==> src/rtl/dm_store_buffer.sv <==
// dm_store_buffer: posted-write FIFO between the CPU data port and the DM SRAM; loads have port priority.
// Optional STB_FWD_EN: full-word load hits are served from the youngest matching entry.
module dm_store_buffer #(
  parameter int DEPTH  = 4,
  parameter int ADDR_W = 14,
  parameter int DATA_W = 32
) (
  input  logic                  clk,
  input  logic                  rst,
  input  logic                  cpu_memread,
  input  logic                  cpu_memwrite,
  input  logic [DATA_W/8-1:0]   cpu_wen,
  input  logic [ADDR_W-1:0]     cpu_addr,
  input  logic [DATA_W-1:0]     cpu_wdata,
  output logic [DATA_W-1:0]     cpu_rdata,
  output logic                  cpu_stall,
  output logic                  sb_empty,
  input  logic                  sram_gnt,
  output logic                  sram_cs,
  output logic                  sram_oe,
  output logic [DATA_W/8-1:0]   sram_web,
  output logic [ADDR_W-1:0]     sram_addr,
  output logic [DATA_W-1:0]     sram_di,
  input  logic [DATA_W-1:0]     sram_do
);
  localparam int PW = $clog2(DEPTH);
  localparam int CW = $clog2(DEPTH + 1);
  localparam int BW = DATA_W / 8;
  logic [ADDR_W-1:0] addr_q [DEPTH];
  logic [ADDR_W-1:0] addr_d [DEPTH];
  logic [DATA_W-1:0] data_q [DEPTH];
  logic [DATA_W-1:0] data_d [DEPTH];
  logic [BW-1:0]     web_q  [DEPTH];
  logic [BW-1:0]     web_d  [DEPTH];
  logic [PW-1:0]     head_q, head_d, tail_q, tail_d;
  logic [CW-1:0]     count_q, count_d;
  logic              hit, fwd, drain, accept;
  logic [DATA_W-1:0] fwd_data;
`ifdef STB_FWD_EN
  logic              y_full;
`endif
  // Walk entries oldest to youngest so the last match is the youngest one.
  always_comb begin
    hit = 1'b0;
    fwd_data = '0;
`ifdef STB_FWD_EN
    y_full = 1'b0;
`endif
    for (int k = 0; k < DEPTH; k++) begin
      if (CW'(k) < count_q && addr_q[head_q + PW'(k)] == cpu_addr) begin
        hit = cpu_memread;
`ifdef STB_FWD_EN
        y_full = web_q[head_q + PW'(k)] == '0;
        fwd_data = data_q[head_q + PW'(k)];
`endif
      end
    end
`ifdef STB_FWD_EN
    fwd = hit & y_full;
`else
    fwd = 1'b0;
`endif
  end
  always_comb begin
    cpu_stall = 1'b0;
    cpu_rdata = '0;
    sram_cs = 1'b0;
    sram_oe = 1'b0;
    sram_web = '1;
    sram_addr = '0;
    sram_di = '0;
    drain = 1'b0;
    if (cpu_memread) begin
      if (fwd) begin
        cpu_rdata = fwd_data;
        drain = sram_gnt && count_q != '0;
      end else if (sram_gnt && !hit) begin
        sram_cs = 1'b1;
        sram_oe = 1'b1;
        sram_addr = cpu_addr;
        cpu_rdata = sram_do;
      end else begin
        cpu_stall = 1'b1;
        drain = hit && sram_gnt;
      end
    end else begin
      drain = sram_gnt && count_q != '0;
    end
    if (drain) begin
      sram_cs = 1'b1;
      sram_web = web_q[head_q];
      sram_addr = addr_q[head_q];
      sram_di = data_q[head_q];
    end
    accept = cpu_memwrite && (count_q != CW'(DEPTH) || drain);
    if (cpu_memwrite && !accept) cpu_stall = 1'b1;
    addr_d = addr_q;
    data_d = data_q;
    web_d = web_q;
    if (accept) begin
      addr_d[tail_q] = cpu_addr;
      data_d[tail_q] = cpu_wdata;
      web_d[tail_q] = cpu_wen;
    end
    head_d = drain ? head_q + PW'(1) : head_q;
    tail_d = accept ? tail_q + PW'(1) : tail_q;
    count_d = count_q + CW'(accept) - CW'(drain);
  end
  assign sb_empty = count_q == '0;
  always_ff @(posedge clk or posedge rst) begin
    if (rst) begin
      head_q <= '0;
      tail_q <= '0;
      count_q <= '0;
      for (int k = 0; k < DEPTH; k++) begin
        addr_q[k] <= '0;
        data_q[k] <= '0;
        web_q[k] <= '1;
      end
    end else begin
      head_q <= head_d;
      tail_q <= tail_d;
      count_q <= count_d;
      addr_q <= addr_d;
      data_q <= data_d;
      web_q <= web_d;
    end
  end
endmodule

==> config.mk <==
export PLATFORM = sky130hd
export DESIGN_NAME = dm_store_buffer
export DESIGN_NICKNAME = d
export VERILOG_FILES = /design/src/rtl/dm_store_buffer.sv
export SDC_FILE = /design/constraint.sdc
export NUM_CORES = 1
export LEC_CHECK = 0
export CORE_MARGIN = 2
export CORE_UTILIZATION = 60
export DETAILED_ROUTE_END_ITERATION = 7
export PLACE_DENSITY = 0.87
export SLEW_MARGIN = 25
export SYNTH_ARGS = -nofsm -noshare
export SYNTH_HDL_FRONTEND = slang
export SYNTH_SLANG_ARGS = --single-unit
==> constraint.sdc <==
create_clock -name clk -period 19.05 [get_ports clk]
set_input_delay 1.905 -clock clk [delete_from_list [all_inputs] [get_ports clk]]
set_output_delay 1.905 -clock clk [all_outputs]
set_load 0.01 [all_outputs]
==> results.py <==
metrics = {
    "floorplan": {
        "ios": 173,
        "fp.dieArea_um2": 21000,
        "die_h_um": 145,
        "core_um2": 19500,
        "num_rows": 51,
        "initial_core_util_pct": 61.1,
        "fp.dieW_um": 145,
    },
    "yosys": {
        "ys_types": 59,
        "syn_nets": 1047,
        "yosysSeqAreaShare_pct": 43.6,
        "netlist_instances": 951,
        "synth.area.top_cells": "dfrtp_1, a32o_1, mux4_2, and2_1, mux2_2",
        "ys_ff_latch": 207,
        "synthFlopType": "dfrtp_1",
        "synth_top_area_cell": "dfrtp_1",
        "yosysTopAreaCellShare_pct": 40.0,
        "synth_warnings": 0,
        "synth_enable_flop_cells": 0,
        "syn_area_um2": 11900,
        "avgSynthCellArea_um2": 12.6,
        "postSynth.asyncResetShare_pct": 100,
    },
    "sta": {
        "min_period_over_period_pct": 41.8,
        "clock.fmax_ghz": 0.126,
        "relSlewSlack_pct": 29.5,
        "hold_violations": 0,
        "fin_crit_ps": 7960,
        "fin_tns_setup_ps": 0,
        "tightest_slew_ps": 1060,
        "final-setup-viol-count": 0,
        "fin_worst_skew_ps": 14.5,
        "slew_viol_final": 0,
        "rsz0062_at_grt": "no",
    },
    "cts": {
        "cts-root-buf": "clkbuf_16",
        "cts_tree": "yes",
        "cts_resized": 0,
        "cts.sinks": 207,
        "cts_setup_buffers": 0,
        "clock_path_buffers": 3,
        "h-tree-depth": 1,
        "cts_buffers": 22,
        "cts-hold-fix-buffers": 0,
        "path_clk_slew_ps": 60,
        "clk_latency_ps": 510,
    },
    "cells_and_area": {
        "post-route-util_pct": 73.7,
        "design_area_um2": 14400,
        "drive_above_1_share_pct": 18.5,
        "nNetsFinal": 1158,
        "syn_to_final_growth_pct": 20.6,
        "layoutNonFillerInstCount": 1344,
    },
    "drt": {
        "num_vias": 9073,
        "drt_wl_total_um": 31500,
        "postRouteAntennaNets": 0,
        "wl_per_cell_um": 23.4,
        "viasPerCell": 6.75,
        "drtIter0Drc": 835,
        "drt_pass1_iterations": 6,
        "drcViolationCount": 0,
    },
    "placement": {
        "placed_area_um2": 13700,
        "globalplace.congestion": 0.955,
        "portBuffers": 172,
        "place_inst": 1303,
        "dp_hpwl_um": 19100,
    },
    "status": {
        "status": "finished, final reports clean",
    },
    "setup_path": {
        "end_kind": "output pin",
        "arrival_ps": 6050,
        "critPathLaunchType": "register",
        "worstSetupPathType": "register to output pin",
        "crit_required_ps": 17140,
        "crit_fanout": 50,
    },
    "global_route": {
        "grt_max_degree": 125,
        "grt_pass1_wl_um": 50100,
        "grt_pass1_vias": 9209,
        "gr-total-overflow": 0,
        "grtUsageTotal_pct": 29.6,
        "antenna_found_initial": 1,
    },
    "power": {
        "power.total_w": 0.00249,
        "p_leak_nw": 5.79,
        "powerDensity_nw_per_um2": 173,
        "ir_worst_vdd_mv": 0.114,
    },
    "job": {
        "drv_cap": 0,
    },
    "worst_hold_path": {
        "hold_class": "register to register",
    },
}
path summary, 6_finish.rpt:
| kind | end | from | slack [ps] | cells past startpoint |
|---|---|---|---|---|
| worst min-delay path | data_q[13] | data_q[13] | 480 | 1 |
| worst min register to register | data_q[13] | data_q[13] | 480 | 1 |
| worst max register to register | count_q[2] | head_q[0] | 12980 | 15 |
| worst max-delay path | sram_di[24] | head_q[0] | 11090 | 11 |
| max in group asynchronous | data_q[112] | rst | 15820 | 3 |
| min in group asynchronous | data_q[70] | rst | 1990 | 2 |
synthesized netlist by cell type (6+ instances only):
cell type / n
a211oi_1: 7
a21oi_1: 11
a22o_1: 13
a32o_1: 145
and2_1: 112
buf_2: 31
buf_4: 13
buf_6: 6
clkbuf_1: 48
dfrtp_1: 191
dfstp_2: 16
ha_1: 8
inv_1: 17
mux2_1: 9
mux2_2: 54
mux2i_1: 56
mux4_2: 56
nand2_1: 11
nand3_1: 6
nor2_1: 13
o21ai_0: 6
xnor2_1: 31
xor2_1: 24
logic make-up (layout without fill, tap and decap cells):
group                      Yosys count  in the layout  share of synthesized area (%)
AOI/OAI and AO/OA                  211            211                           16.5
other                                0              1                              0
buffers and inverters              120            247                           4.88
muxes                              177            177                           21.5
xor gates and xnor gates            55             55                           4.03
and+or+nand+nor                    172            172                           8.59
DFF                                207            207                           43.6
adders and majority gates            9              9                           1.01
critical path: stages, from the launching register on:
cell,delay [ps]
dfrtp_4,1000
buf_4,700
inv_1,580
mux2_2,420
a22oi_1,210
nand3_1,120
a2111oi_2,400
a211oi_1,260
a21oi_4,660
buf_4,420
and2_1,190
clkdlybuf4s50_1,550
routing by layer:
metal	vias to the layer above	wire length, um	track usage [%]
li1	3904	-	-
met1	4680	12800	40.7
met3	62	2380	5.22
met2	427	15500	48.9
met4	0	759	8.63
met5	-	0	0
sequential cells by signal, summed over array words and instances, names as in the netlist:
register	cells
addr_q	56
data_q	128
web_q	16
head_q	2
tail_q	2
count_q	3
cells in the final DEF, fill, tap and decap left out, drive strengths merged, types with 8 or more instances in the layout:
cell type,netlist,final
xor2,24,24
nor2,13,13
dfrtp,191,191
mux4,56,56
a22o,13,13
clkbuf,48,35
a21oi,12,12
a32o,145,145
clkdlybuf4s50,0,172
buf,55,18
and2,112,112
ha,8,8
inv,17,17
mux2i,56,56
mux2,65,65
a211oi,9,9
xnor2,31,31
dfstp,16,16
nand2,11,11
layout make-up:
cell class,count,area (um^2)
multi-input combinational,624,6180
sequential,207,5210
fill,1321,5130
timing repair buffer,190,1860
clock buffer,35,711
tap,265,332
inverter,17,71.3
clock inverter,5,31.3
antenna,1,2.50
power by group:
group | internal [W] | switching, W
clock | 0.000256 | 0.000175
combinational | 0.000631 | 0.000571
sequential | 0.000664 | 0.000196
per-stage QoR:
stage | worst slack [ps] | hold WS [ps]
floorplan | 11520 | 453
global placement | 11420 | 468
detailed placement | 11340 | 477
CTS | 11020 | 488
global route | 10620 | 494
finish | 11090 | 482
Note: power is estimated with default switching activity, not from simulation.
